<file path="src/rtl/ifetch_queue.sv">
// Instruction-fetch front end: issues sequential word reads to a 1-cycle
// synchronous ROM, buffers returned words with their PCs in a small FIFO,
// and hands them to the core over a valid/ready handshake. A redirect
// flushes everything buffered or in flight and restarts fetch.
module ifetch_queue #(
  parameter int          DEPTH    = 4,
  parameter int          AW       = 6,
  parameter logic [31:0] RESET_PC = 32'h0000_0000
) (
  input  logic          clk,
  input  logic          rst,
  input  logic          redirect_valid,
  input  logic [31:0]   redirect_pc,
  output logic          imem_en,
  output logic [AW-1:0] imem_addr,
  input  logic [31:0]   imem_rdata,
  output logic          out_valid,
  input  logic          out_ready,
  output logic [31:0]   out_instr,
  output logic [31:0]   out_pc
);

  localparam int PW = (DEPTH > 1) ? $clog2(DEPTH) : 1;
  localparam int CW = $clog2(DEPTH) + 1;

  logic [31:0]   fetch_pc_q, fetch_pc_d;
  logic          inflight_q, inflight_d;
  logic [31:0]   inflight_pc_q, inflight_pc_d;
  logic [CW-1:0] count_q, count_d;
  logic [PW-1:0] wr_ptr_q, wr_ptr_d;
  logic [PW-1:0] rd_ptr_q, rd_ptr_d;
  logic [31:0]   mem_instr_q [DEPTH];
  logic [31:0]   mem_pc_q [DEPTH];

  logic [CW:0]   used;
  logic          push;
  logic          pop;

  // Credit check counts the in-flight read so a returning word always has a slot.
  always_comb begin
    used      = {1'b0, count_q} + {{CW{1'b0}}, inflight_q};
    imem_en   = rst & ~redirect_valid & (used < (CW+1)'(DEPTH));
    imem_addr = fetch_pc_q[AW+1:2];
    out_valid = (count_q != '0);
    push      = inflight_q & ~redirect_valid;
    pop       = out_valid & out_ready & ~redirect_valid;
    out_instr = out_valid ? mem_instr_q[rd_ptr_q] : 32'h0;
    out_pc    = out_valid ? mem_pc_q[rd_ptr_q] : 32'h0;
  end

  // Next-state for fetch PC, in-flight tracking and FIFO occupancy; redirect wins.
  always_comb begin
    fetch_pc_d    = fetch_pc_q;
    inflight_d    = 1'b0;
    inflight_pc_d = inflight_pc_q;
    count_d       = count_q;
    wr_ptr_d      = wr_ptr_q;
    rd_ptr_d      = rd_ptr_q;
    if (redirect_valid) begin
      fetch_pc_d = redirect_pc & 32'hFFFF_FFFC;
      count_d    = '0;
      wr_ptr_d   = '0;
      rd_ptr_d   = '0;
    end else begin
      if (imem_en) begin
        inflight_d    = 1'b1;
        inflight_pc_d = fetch_pc_q;
        fetch_pc_d    = fetch_pc_q + 32'd4;
      end
      if (push) begin
        wr_ptr_d = wr_ptr_q + PW'(1);
      end
      if (pop) begin
        rd_ptr_d = rd_ptr_q + PW'(1);
      end
      case ({push, pop})
        2'b10:   count_d = count_q + CW'(1);
        2'b01:   count_d = count_q - CW'(1);
        default: count_d = count_q;
      endcase
    end
  end

  // Control state register with asynchronous active-low reset.
  always_ff @(posedge clk or negedge rst) begin
    if (!rst) begin
      fetch_pc_q    <= RESET_PC;
      inflight_q    <= 1'b0;
      inflight_pc_q <= 32'h0;
      count_q       <= '0;
      wr_ptr_q      <= '0;
      rd_ptr_q      <= '0;
    end else begin
      fetch_pc_q    <= fetch_pc_d;
      inflight_q    <= inflight_d;
      inflight_pc_q <= inflight_pc_d;
      count_q       <= count_d;
      wr_ptr_q      <= wr_ptr_d;
      rd_ptr_q      <= rd_ptr_d;
    end
  end

  // FIFO storage: returned word and its PC land at the tail.
  always_ff @(posedge clk) begin
    if (push) begin
      mem_instr_q[wr_ptr_q] <= imem_rdata;
      mem_pc_q[wr_ptr_q]    <= inflight_pc_q;
    end
  end

  // The credit rule must never let a response arrive at a full FIFO.
  a_no_overflow: assert property (@(posedge clk) disable iff (!rst)
    !(push && !pop && (count_q == CW'(DEPTH))));

endmodule
</file>
<file path="config.mk">
export PLATFORM = sky130hd
export DESIGN_NAME = ifetch_queue
export DESIGN_NICKNAME = d
export VERILOG_FILES = /design/src/rtl/ifetch_queue.sv
export SDC_FILE = /design/constraint.sdc
export NUM_CORES = 1
export LEC_CHECK = 0
export BUFFER_PORTS_ARGS = -buffer_cell sky130_fd_sc_hd__buf_2
export CAP_MARGIN = 20
export CORE_MARGIN = 2
export CORE_UTILIZATION = 58
export CTS_CLUSTER_DIAMETER = 80
export DETAILED_ROUTE_END_ITERATION = 10
export GPL_TIMING_DRIVEN = 1
export PLACE_DENSITY = 0.8
export SLEW_MARGIN = 20
export SYNTH_ARGS = -nofsm -noshare
export SYNTH_HDL_FRONTEND = slang
export SYNTH_SLANG_ARGS = --single-unit
</file>
<file path="constraint.sdc">
create_clock -name clk -period 2.9 [get_ports clk]
set_input_delay 0.58 -clock clk [delete_from_list [all_inputs] [get_ports clk]]
set_output_delay 0.58 -clock clk [all_outputs]
set_load 0.01 [all_outputs]
</file>
==> results.cfg <==
[timing]
finalCritPeriodShare_pct = 95.7
slew_violations = 0
max_freq_mhz = 360
fin_setup_tns_ps = 0
relSlewSlack_pct = 40.4
worst_pin_slew_ps = 890
min_period_ps = 2780
finalHoldViolations = 0
rsz0062_at_grt = no
skew_ps = 17.0
setup_viol = 0

[placed_design]
io_buffer_count = 135
gp_congestion = 0.855
placed_area_sq_um = 13800
placedCellCount = 1167
dp_hpwl_microns = 14100

[global_routing]
grt_util_met2_pct = 35.5
met1_usage_pct = 30.9
grt-busiest-layer = met2
grt_pass1_vias = 7359
track_usage_pct = 21.3
grt_max_degree = 69
gr-total-overflow = 0
grt_first_pass_wirelength_microns = 39300
use_met3_pct = 2.70
antenna_found_initial = 0

[detailed_routing]
vias_per_cell = 5.78
drc = 0
wirelength_microns = 24000
antenna_left = 0
drtPass1Iterations = 5
routedWlPerCell_microns = 19.6
drt_iter0_drc = 567
num_vias = 7099

[synthesis]
ys_warn_count = 0
synth_area_leaders = edfxtp_1 58%, dfrtp_1 13%, mux4_2 11%, and2_1 3.3%, nand2_1 3.1%
synth-edff-count = 248
synth_cells = 785
synth_top_area_cell = edfxtp_1
ys_ff_latch = 316
async_reset_ff_share_pct = 21.5
ys.flop_type = edfxtp_1
yosysTopAreaCellShare_pct = 58.2
synth.distinct_cells = 49
seq_area_frac_synth_pct = 71.5
syn_area_per_cell_sq_um = 16.3
netlist_area_sq_um = 12800
yosysMostFrequentCell = edfxtp_1
synthTopCellsByCount = 248 x edfxtp_1, 106 x nand2_1, 68 x and2_1, 68 x dfrtp_1, 62 x mux4_2

[layout]
area_growth_pct = 15.8
fin_cells = 1228
fill_cells = 1500
drive_above_1_share_pct = 29.4
antenna_cells = 0
regArea_sq_um = 9150
final_area_sq_um = 14800
final_nets = 998
multi_input_comb_area_sq_um = 3400

[critical_path]
rr_startpoint = count_q[0]
r2r_slack_ps = 610
critical_path_arrival_ps = 2200
crit_required_ps = 2320
crit_type = register to output port
crit_fanout = 60
endpoint_kind = output port
startpoint_type = register
ff2ff_path_depth = 7
r2r_end = count_q[2]

[pwr]
p_per_area_nw_per_um2 = 855
ir_drop_mv = 0.577
power_leakage_nw = 5.47

[clock_tree]
clk_latency_ps = 540
cts_tree = yes
cts.path.max_buffers = 3
htreeDepth = 1
cts_resized = 0
root_buffer = clkbuf_16
clkSlewWorstSetupHoldPaths_ps = 70
numCtsBuffers = 31
cts_sinks = 316

[die]
die_area_sq_um = 23300
io_pins = 140
coreArea_sq_um = 21800
die_h_microns = 153
initial_core_util_pct = 58.8
die_w_microns = 153
rows = 54

[run]
drv_cap = 0

[min_path]
min_path_cells = 3
min_from = redirect_pc[2]
worstHoldEndpoint = fetch_pc_q[2]
hold_class = primary input to register

[outcome]
status = completed
-- cell usage in the layout (no fill, tap or decap), types with 9 or more instances in the layout --
| master | instances |
|---|---|
| inv_1 | 10 |
| nand2_1 | 106 |
| edfxtp_1 | 248 |
| nand3_1 | 20 |
| buf_4 | 9 |
| dfrtp_1 | 66 |
| buf_12 | 10 |
| clkbuf_16 | 31 |
| buf_2 | 135 |
| o21ai_0 | 24 |
| nand4_1 | 10 |
| and2_1 | 64 |
| nor3_1 | 9 |
| nor2_1 | 20 |
| clkinv_2 | 11 |
| mux4_2 | 62 |
-- layout make-up --
type,count,share of cell area [%]
timing repair buffer,154,6.36
sequential,316,61.7
inverter,11,0.278
clock buffer,40,5.59
tap,280,2.36
multi-input combinational,410,22.9
clock inverter,17,0.743
-- worst max-delay path by stage --
stage | startpoint | to | slack, ps | depth (start not counted)
5_1_grt | count_q[0] | out_pc[14] | 60 | 4
2_1_floorplan | redirect_valid | mem_instr_q[0][0] | 50 | 3
3_3_place_gp | rd_ptr_q[0] | out_instr[21] | 470 | 4
3_5_place_dp | rd_ptr_q[0] | out_instr[22] | 450 | 4
4_1_cts | count_q[0] | out_pc[12] | 110 | 4
6_report | count_q[0] | out_pc[14] | 120 | 4
-- critical path, stage by stage (launching register included) --
cell and delay [ps]:
dfrtp_1 440, or3_2 610, buf_12 220, and2_1 190
buf_2 150
-- state kept, by name, indices dropped and copies added (netlist names) --
register and count:
mem_instr_q 128, mem_pc_q 120, fetch_pc_q 30, inflight_pc_q 30
count_q 3, rd_ptr_q 2, wr_ptr_q 2, inflight_q 1
-- power breakdown --
part           switching, mW  leakage (nW)  internal [mW]  total (mW)
clock                   1.56         0.471           2.10        3.66
sequential             0.401          3.10           5.46        5.87
combinational           1.62          1.90           1.54        3.16
-- logic make-up (layout without fill, tap and decap cells) --
group / Yosys count / after routing / share of synthesized area (%)
compound gates: 65 / 65 / 3.47
xor+xnor: 7 / 7 / 0.479
fa+ha+maj: 6 / 6 / 0.645
buf+inv: 60 / 222 / 2.08
flops: 316 / 316 / 71.5
mux: 65 / 65 / 11.2
other cells: 1 / 2 / 0.0293
simple gates: 265 / 265 / 10.7
-- stage by stage --
step	power (mW)	hold slack [ps]	setup slack, ps	util, %
floorplan	7.87	284	49.2	-
global placement	9.01	492	475	63.6
detailed placement	9.11	502	453	63.6
CTS	12.8	228	112	68.2
global route	13.3	243	63.1	68.2
finish	12.7	242	123	68.2
-- routing by layer --
metal / share of wire (%) / vias to the layer above
li1: - / 3265
met4: 1.4 / 0
met5: 0 / -
met3: 5.8 / 28
met1: 43 / 3599
met2: 49 / 207
-- repair_timing --
action                                 4_1_cts  5_1_grt
endpoints found under the hold margin        0        0
hold buffers                                 0        0
buffers inserted                             4        0
setup endpoints to repair                   44        0
Note: power is estimated with default switching activity, not from simulation.
